`config.mk`:
```
export PLATFORM = sky130hd
export DESIGN_NAME = max_pool_2d_flat
export DESIGN_NICKNAME = d
export VERILOG_FILES = /design/src/rtl/max_pool_2d_if.sv /design/src/rtl/max_pool_2d.sv /design/src/flat_wrapper.sv
export SDC_FILE = /design/constraint.sdc
export NUM_CORES = 1
export LEC_CHECK = 0
export CAP_MARGIN = 20
export CELL_PAD_IN_SITES_DETAIL_PLACEMENT = 2
export CELL_PAD_IN_SITES_GLOBAL_PLACEMENT = 2
export CORE_ASPECT_RATIO = 0.8
export CORE_UTILIZATION = 38
export DETAILED_ROUTE_END_ITERATION = 10
export GPL_ROUTABILITY_DRIVEN = 0
export PLACE_DENSITY_LB_ADDON = 0.08
export SETUP_SLACK_MARGIN = 0.4
export SLEW_MARGIN = 40
export SYNTH_ARGS = -nofsm -noshare
export SYNTH_HDL_FRONTEND = slang
export SYNTH_SLANG_ARGS = --single-unit
export TNS_END_PERCENT = 1
```
`constraint.sdc`:
```
create_clock -name i_clk -period 5.3 [get_ports i_clk]
set_input_delay 1.06 -clock i_clk [delete_from_list [all_inputs] [get_ports i_clk]]
set_output_delay 1.06 -clock i_clk [all_outputs]
set_load 0.02 [all_outputs]
```
`src/rtl/max_pool_2d_if.sv`:
```
// Pixel stream and pooled result bus between a feature-map producer
// and the 2x2 max-pooling block.
interface max_pool_2d_if #(
    parameter int DATA_WIDTH = 16
);
    logic                  i_start;
    logic [DATA_WIDTH-1:0] i_data;
    logic [DATA_WIDTH-1:0] o_data;
    logic                  o_valid;
    logic                  o_done;

    // Producer side: drives start/pixels, observes pooled results.
    modport master (
        output i_start, i_data,
        input  o_data, o_valid, o_done
    );

    // Pooling block side.
    modport slave (
        input  i_start, i_data,
        output o_data, o_valid, o_done
    );
endinterface

```
`src/rtl/max_pool_2d.sv`:
```
// Streaming 2x2 / stride-2 max pooling over one raster-order feature map.
// A horizontal pair register folds each pixel pair; even rows park the
// pair maximum in a half-width line buffer, odd rows combine it with the
// stored value of the row above and emit the window maximum.
module max_pool_2d #(
    parameter int DATA_WIDTH = 16,
    parameter int IMG_WIDTH  = 6,
    parameter int IMG_HEIGHT = 6
) (
    input  logic         i_clk,
    input  logic         i_rst,
    max_pool_2d_if.slave bus
);
    localparam int COL_W  = $clog2(IMG_WIDTH);
    localparam int ROW_W  = $clog2(IMG_HEIGHT);
    localparam int HALF_W = IMG_WIDTH / 2;
    localparam int IDX_W  = (HALF_W > 1) ? $clog2(HALF_W) : 1;

    localparam logic [COL_W-1:0] COL_LAST = COL_W'(IMG_WIDTH - 1);
    localparam logic [ROW_W-1:0] ROW_LAST = ROW_W'(IMG_HEIGHT - 1);

    typedef enum logic [1:0] {
        IDLE,
        RUN,
        DONE
    } state_t;

    state_t                state_q;
    state_t                state_d;
    logic [COL_W-1:0]      col_q;
    logic [ROW_W-1:0]      row_q;
    logic [DATA_WIDTH-1:0] pair_q;
    logic [DATA_WIDTH-1:0] data_q;
    logic                  valid_q;
    logic                  done_q;
    logic [DATA_WIDTH-1:0] lbuf [HALF_W];

    logic                  running;
    logic                  last_px;
    logic [IDX_W-1:0]      lbuf_idx;
    logic [DATA_WIDTH-1:0] lbuf_rd;
    logic [DATA_WIDTH-1:0] pmax;
    logic [DATA_WIDTH-1:0] wmax;
    logic                  lbuf_we;

    assign running  = (state_q == RUN);
    assign last_px  = running && (col_q == COL_LAST) && (row_q == ROW_LAST);
    assign lbuf_idx = IDX_W'(col_q >> 1);
    assign lbuf_rd  = lbuf[lbuf_idx];
    assign pmax     = (pair_q >= bus.i_data) ? pair_q : bus.i_data;
    assign wmax     = (pmax >= lbuf_rd) ? pmax : lbuf_rd;
    assign lbuf_we  = running && col_q[0] && !row_q[0];

    // State register.
    always_ff @(posedge i_clk) begin
        // NOTE: sequential state uses non-blocking assignment so every flop
        // samples pre-edge values regardless of block ordering.
        if (i_rst) state_q <= IDLE;
        else       state_q <= state_d;
    end

    // Next-state logic: frame sequencing IDLE -> RUN -> DONE -> IDLE.
    always_comb begin
        // NOTE: default first so no path leaves state_d unassigned (no latch).
        state_d = state_q;
        unique case (state_q)
            IDLE:    if (bus.i_start) state_d = RUN;
            RUN:     if (last_px)     state_d = DONE;
            DONE:                     state_d = IDLE;
            default:                  state_d = IDLE;
        endcase
    end

    // Raster counters, pair register and registered pooled outputs.
    always_ff @(posedge i_clk) begin
        if (i_rst) begin
            col_q   <= '0;
            row_q   <= '0;
            pair_q  <= '0;
            data_q  <= '0;
            valid_q <= 1'b0;
            done_q  <= 1'b0;
        end else begin
            valid_q <= 1'b0;
            done_q  <= (state_q == DONE);
            if (running) begin
                if (!col_q[0]) begin
                    pair_q <= bus.i_data;
                end else if (row_q[0]) begin
                    data_q  <= wmax;
                    valid_q <= 1'b1;
                end
                if (col_q == COL_LAST) begin
                    col_q <= '0;
                    row_q <= (row_q == ROW_LAST) ? '0 : row_q + 1'b1;
                end else begin
                    col_q <= col_q + 1'b1;
                end
            end
        end
    end

    // Line buffer holding the pair maxima of the most recent even row.
    always_ff @(posedge i_clk) begin
        // NOTE: no reset on the buffer; each entry is written on an even row
        // before the odd row reads it, so stale contents are never observed.
        if (lbuf_we) lbuf[lbuf_idx] <= pmax;
    end

    assign bus.o_data  = data_q;
    assign bus.o_valid = valid_q;
    assign bus.o_done  = done_q;
endmodule

```
`src/flat_wrapper.sv`:
```
// flat-port wrapper written by rule: the top's interface ports become plain ports
module max_pool_2d_flat 
#(
    parameter int DATA_WIDTH = 16,
    parameter int IMG_WIDTH  = 6,
    parameter int IMG_HEIGHT = 6
)
  (i_clk, i_rst, bus_i_start, bus_i_data, bus_o_data, bus_o_valid, bus_o_done);
  max_pool_2d_if #(.DATA_WIDTH(DATA_WIDTH)) bus_i ();
  input  logic i_clk;
  input  logic i_rst;
  input wire logic [$bits(bus_i.i_start)-1:0] bus_i_start;
  input wire logic [$bits(bus_i.i_data)-1:0] bus_i_data;
  output wire logic [$bits(bus_i.o_data)-1:0] bus_o_data;
  output wire logic [$bits(bus_i.o_valid)-1:0] bus_o_valid;
  output wire logic [$bits(bus_i.o_done)-1:0] bus_o_done;
  assign bus_i.i_start = bus_i_start;
  assign bus_i.i_data = bus_i_data;
  assign bus_o_data = bus_i.o_data;
  assign bus_o_valid = bus_i.o_valid;
  assign bus_o_done = bus_i.o_done;
  max_pool_2d #(.DATA_WIDTH(DATA_WIDTH), .IMG_WIDTH(IMG_WIDTH), .IMG_HEIGHT(IMG_HEIGHT)) u_core (.i_clk(i_clk), .i_rst(i_rst), .bus(bus_i));
endmodule
```
Yosys cells after proc, flatten, opt, wreduce, memory -nomap -nowiden
Memory sizes are Yosys's and may differ from the RTL's. A register that Yosys moved wholly into a read port is not among the register bits. Index checks and enable logic that the tools add are counted.

Flip-flop bits (word level): 42. Bits in writable memories: 48. Bits of input ports: 19. Output and inout port bits: 18. Word-level logic and storage cells: 43. Memories kept: 1.

Memories: u_core.lbuf (words 3, width 16, read ports 1, clocked after memory_dff 1, wr ports 1, RTL line max_pool_2d.sv:36) `logic [DATA_WIDTH-1:0] lbuf [HALF_W];`.

Add/subtract/negate cells: 2. Magnitude comparators: 2. Eq/ne operators: 6. Muxes and demuxes: 12. Bitwise gates (word level): 2. Reduce and logical (&&, ||, !) cells: 11.

Operators with widths (count): 16-bit >= comparator (2); 16-bit two-way mux (2); 2-bit two-way mux (4); 3-bit by 1-bit adder with 3-bit output (second input constant) (2); 3-bit == test (second input constant) (2); 3-bit two-way mux (2); 2-bit AND reduction (3); 1-bit logical AND (4); 2-bit inequality test (second input constant) (2); 2-bit case mux with 2 select lines (1); 1-bit two-way mux (3); 3-bit AND reduction (1); 3-bit OR reduction (1); 2-bit by 1-bit == test with 1-bit output (second input constant) (1); 2-bit == test (second input constant) (1); 2-bit logical NOT (1); 1-bit NOT (2); 1-bit logical NOT (1).

Longest topological paths before layout
Depth after elaboration: 5. Gate-level depth with buffers: 17. Mapped depth without buffers: 15.

Worst setup path before layout
OpenSTA, ideal clock, no wires.

Path kind: input port to flip-flop. From: in bus_i_data[15]. To: reg u_core.data_q[13] (netlist: u_core.bus.o_data[13]). Library setup time: 0.091 ns. Arrival: 4.107 ns. Data required time: 5.209 ns. Setup slack: 1.102 ns. Cell stages on the path: 15. Buffers on the path: 1. Cell sequence: inv_1 ha_1 nand4_2 nor3_4 a31oi_2 buf_2 nand3_1 nand2_1 ha_1 o211ai_2 a21oi_1 o41a_1 o21a_1 or3_1 a311oi_1.

Longest elaborated chain between the ends: 4.

Ends and longest elaborated chain: from (decl) (RTL line flat_wrapper.sv:13) `input wire logic [$bits(bus_i.i_data)-1:0] bus_i_data;`; 16-bit >= comparator (RTL line max_pool_2d.sv:50) `assign pmax = (pair_q >= bus.i_data) ? pair_q : bus.i_data;`; 16-bit two-way mux (RTL line max_pool_2d.sv:50); net u_core.pmax[1] (RTL line max_pool_2d.sv:42) `logic [DATA_WIDTH-1:0] pmax;`; 16-bit >= comparator (RTL line max_pool_2d.sv:51) `assign wmax = (pmax >= lbuf_rd) ? pmax : lbuf_rd;`; 16-bit two-way mux (RTL line max_pool_2d.sv:51); to (signal assigned) (RTL line max_pool_2d.sv:90) `data_q <= wmax;`; to (decl) (RTL line max_pool_2d.sv:33) `logic [DATA_WIDTH-1:0] data_q;`.

The timed path passes the listed nets, and every way through them passes these cells. A chain may end at the register's enable or synchronous reset.

Worst setup path in the final report
From: in bus_i_data[13]. To: reg u_core.data_q[4] (netlist: u_core.bus.o_data[4]).

Same word-level chain as after synthesis.

==> metrics.txt <==
outcome finished, violations left; violated checks DRC; fin. max-slew vios 0; worst endpoint required time 5.55 ns; largest net degree at the start of global routing 34; Ports 37; sw frac 26.2%; Worst-Margin Slew 0.805 ns; Async SR Flop Fraction 0%; vias per cell 5.80; Post-Synthesis Cell Area 4650 um^2; VDD IR max 0.233 mV; worst reg2reg path depth 14; Total GRT Usage 24.3%; Synth cell types 44; Core ar. 11700 um^2; Crit Path Max Fanout 12; Fill cells 1216; Post-Layout Cell Count 654; Worst-Skew Late Latency 0.34 ns; Setup TNS 0 ns; HP Class reg2reg; Worst Path Class, Setup in2reg; Slew headroom 46.3%; root buffer cell clkbuf_16; Reg clk slew, reported paths 0.07 ns; EDFF count, synth 48; share of cells above drive strength 1 12.3%; Post-Route WL 14.5 mm; Final #Nets 552; RSZ-0062 raised after global routing false; standard-cell rows 35; Area growth, synth to finish 20.6%; vias in the first global route 4183; CTS Sinks 92; die area 12700 um^2; die width 126 um; sw power 0.435 mW; Synthesized Nets 514; Crit. End Element flip-flop; DRC viols 4; Num CTS Buffers 9; sequential power share 47.0%; clk buf depth 2; H-Tree Depth 3; Worst Hold Path Cells 1; final setup violation count 0; DR iter-0 viols 148; DRT Pass-1 Iters 7; Max Cap Violations 0; Synth top area share 31.0%; top cells by area, synth edfxtp_1, dfxtp_1, ha_1; post-synth top area cell edfxtp_1; Hold-fix buffers, CTS 0; pwr/cell area 296 nW/um^2; final period utilization 89.7%; final hold violations 0; Clk network pwr share 39.5%; fmax 0.210 GHz; global-route wire length before repair 22.9 mm; Starting Density 39.6%; fin util 47.8%; initial antenna violation count 0; Port Buffers 36; Synth Register Bits 92; TritonCTS clock tree yes; most frequent cells in the layout a21oi_1, nand2_1, edfxtp_1; wire per inst 22.2 um; diodes inserted 0; Critical Path Source Type primary input; worst path arrival time 5.01 ns; P_leak 2.06 nW; Combinational Power Share 13.4%; Placed Cells 633; most common cell after layout, fill and taps aside a21oi_1; Synth Flop Type edfxtp_1; synthesized instance count 463; Clock Skew 0.00854 ns; synth warn 0; hpwl dp 10.0 mm; vias 3790; global route overflow 0; die height 101 um; Routed Antenna Nets 0; post-route minimum period 4.75 ns; overall power 1.66 mW; final hold slack 0.478 ns; Seq/Total Area, Yosys 49.9%; Syn Area/Cell 10.0 um^2; P_int 1.23 mW
[worst paths after layout]
| check | startpoint | end | slack (ns) |
|---|---|---|---|
| max | bus_i_data[13] | u_core.bus.o_data[4] | 0.55 |
| min | u_core.state_q[0] | u_core.bus.o_done | 0.48 |
| max reg2reg | u_core.pair_q[0] | u_core.bus.o_data[4] | 1.45 |
| min reg2reg | u_core.state_q[0] | u_core.bus.o_done | 0.48 |
[routing by layer]
| layer | global-route usage, % | vias to the layer above | routed length, um |
|---|---|---|---|
| met2 | 44.1 | 93 | 7420 |
| met3 | 4.78 | 28 | 496 |
| met5 | 0 | - | 0 |
| met4 | 9.66 | 0 | 363 |
| li1 | - | 1785 | - |
| met1 | 28.5 | 1884 | 6250 |
[logic make-up after synthesis]
kind of cell,after synthesis,share of synthesized area [%]
buffers and inverters,45,4.25
adder cells (fa/ha/maj),32,8.61
multiplexers,16,3.44
AND/OR/NAND/NOR,147,14.3
flip-flops,92,49.9
AO/OA/AOI/OAI,131,19.5
[final cells by class]
type                            instances  area, um^2  area share, %
Sequential cell                        92        2320           41.4
Multi-Input combinational cell        326        2190           39.1
Timing Repair Buffer                   53         533           9.51
Clock buffer                           10         239           4.26
Tap cell                              148         185           3.30
Inverter                               19        71.3           1.27
Clock inverter                          6        62.6           1.12
[critical path, stage by stage]
cell	delay, ns
clkdlybuf4s50_1	0.50
inv_1	0.06
ha_1	0.35
a21oi_1	0.16
o21ai_0	0.17
a31o_4	0.28
buf_12	0.15
o21ai_2	0.16
nand2_1	0.15
ha_1	0.37
a22o_1	0.25
o41a_1	0.39
o21a_2	0.28
or3_1	0.39
a311oi_2	0.28
[power groups by stage]
| stage | combinational, mW | sequential (mW) | clock (mW) |
|---|---|---|---|
| after global placement | 0.196 | 0.797 | 0 |
| after detailed placement | 0.208 | 0.798 | 0 |
| after floorplan | 0.133 | 0.790 | 0 |
| after global routing | 0.245 | 0.784 | 0.692 |
| final | 0.223 | 0.782 | 0.657 |
| after CTS | 0.217 | 0.782 | 0.672 |
[cells in the mapped netlist, drive strengths merged, types with 2 or more instances]
master and instances:
a22o 6, nor3b 3, a311oi 5, nor2b 4
a32oi 11, nor3 3, a21oi 61, nor2 42
nand2b 4, inv 19, or3 5, nand2 60
mux2i 16, nand3 18, buf 9, nand4 3
a221o 11, clkbuf 17, edfxtp 48, ha 32
and3 2, dfxtp 44, o21a 3, o21ai 27
[flip-flops by register name (all words and copies together), names as in the netlist, named ones only]
name,count
u_core.bus.o_valid,1
u_core.bus.o_data,16
u_core.lbuf,48
u_core.bus.o_done,1
u_core.col_q,3
u_core.state_q,2
u_core.row_q,3
u_core.pair_q,16
[stage by stage]
| step | cell area (um^2) | setup WS, ns |
|---|---|---|
| floorplan | 4650 | 1.10 |
| global placement | 5200 | 0.342 |
| detailed placement | 5200 | 0.137 |
| CTS | 5530 | 0.456 |
| global route | 5610 | 0.389 |
| finish | 5610 | 0.547 |
[repair_timing]
item	in CTS	in global routing
setup buffers	2	3
endpoints found under the setup margin	3	7
gates resized for setup	0	14
pin swaps	0	1
(Power assumes the default switching activity.)
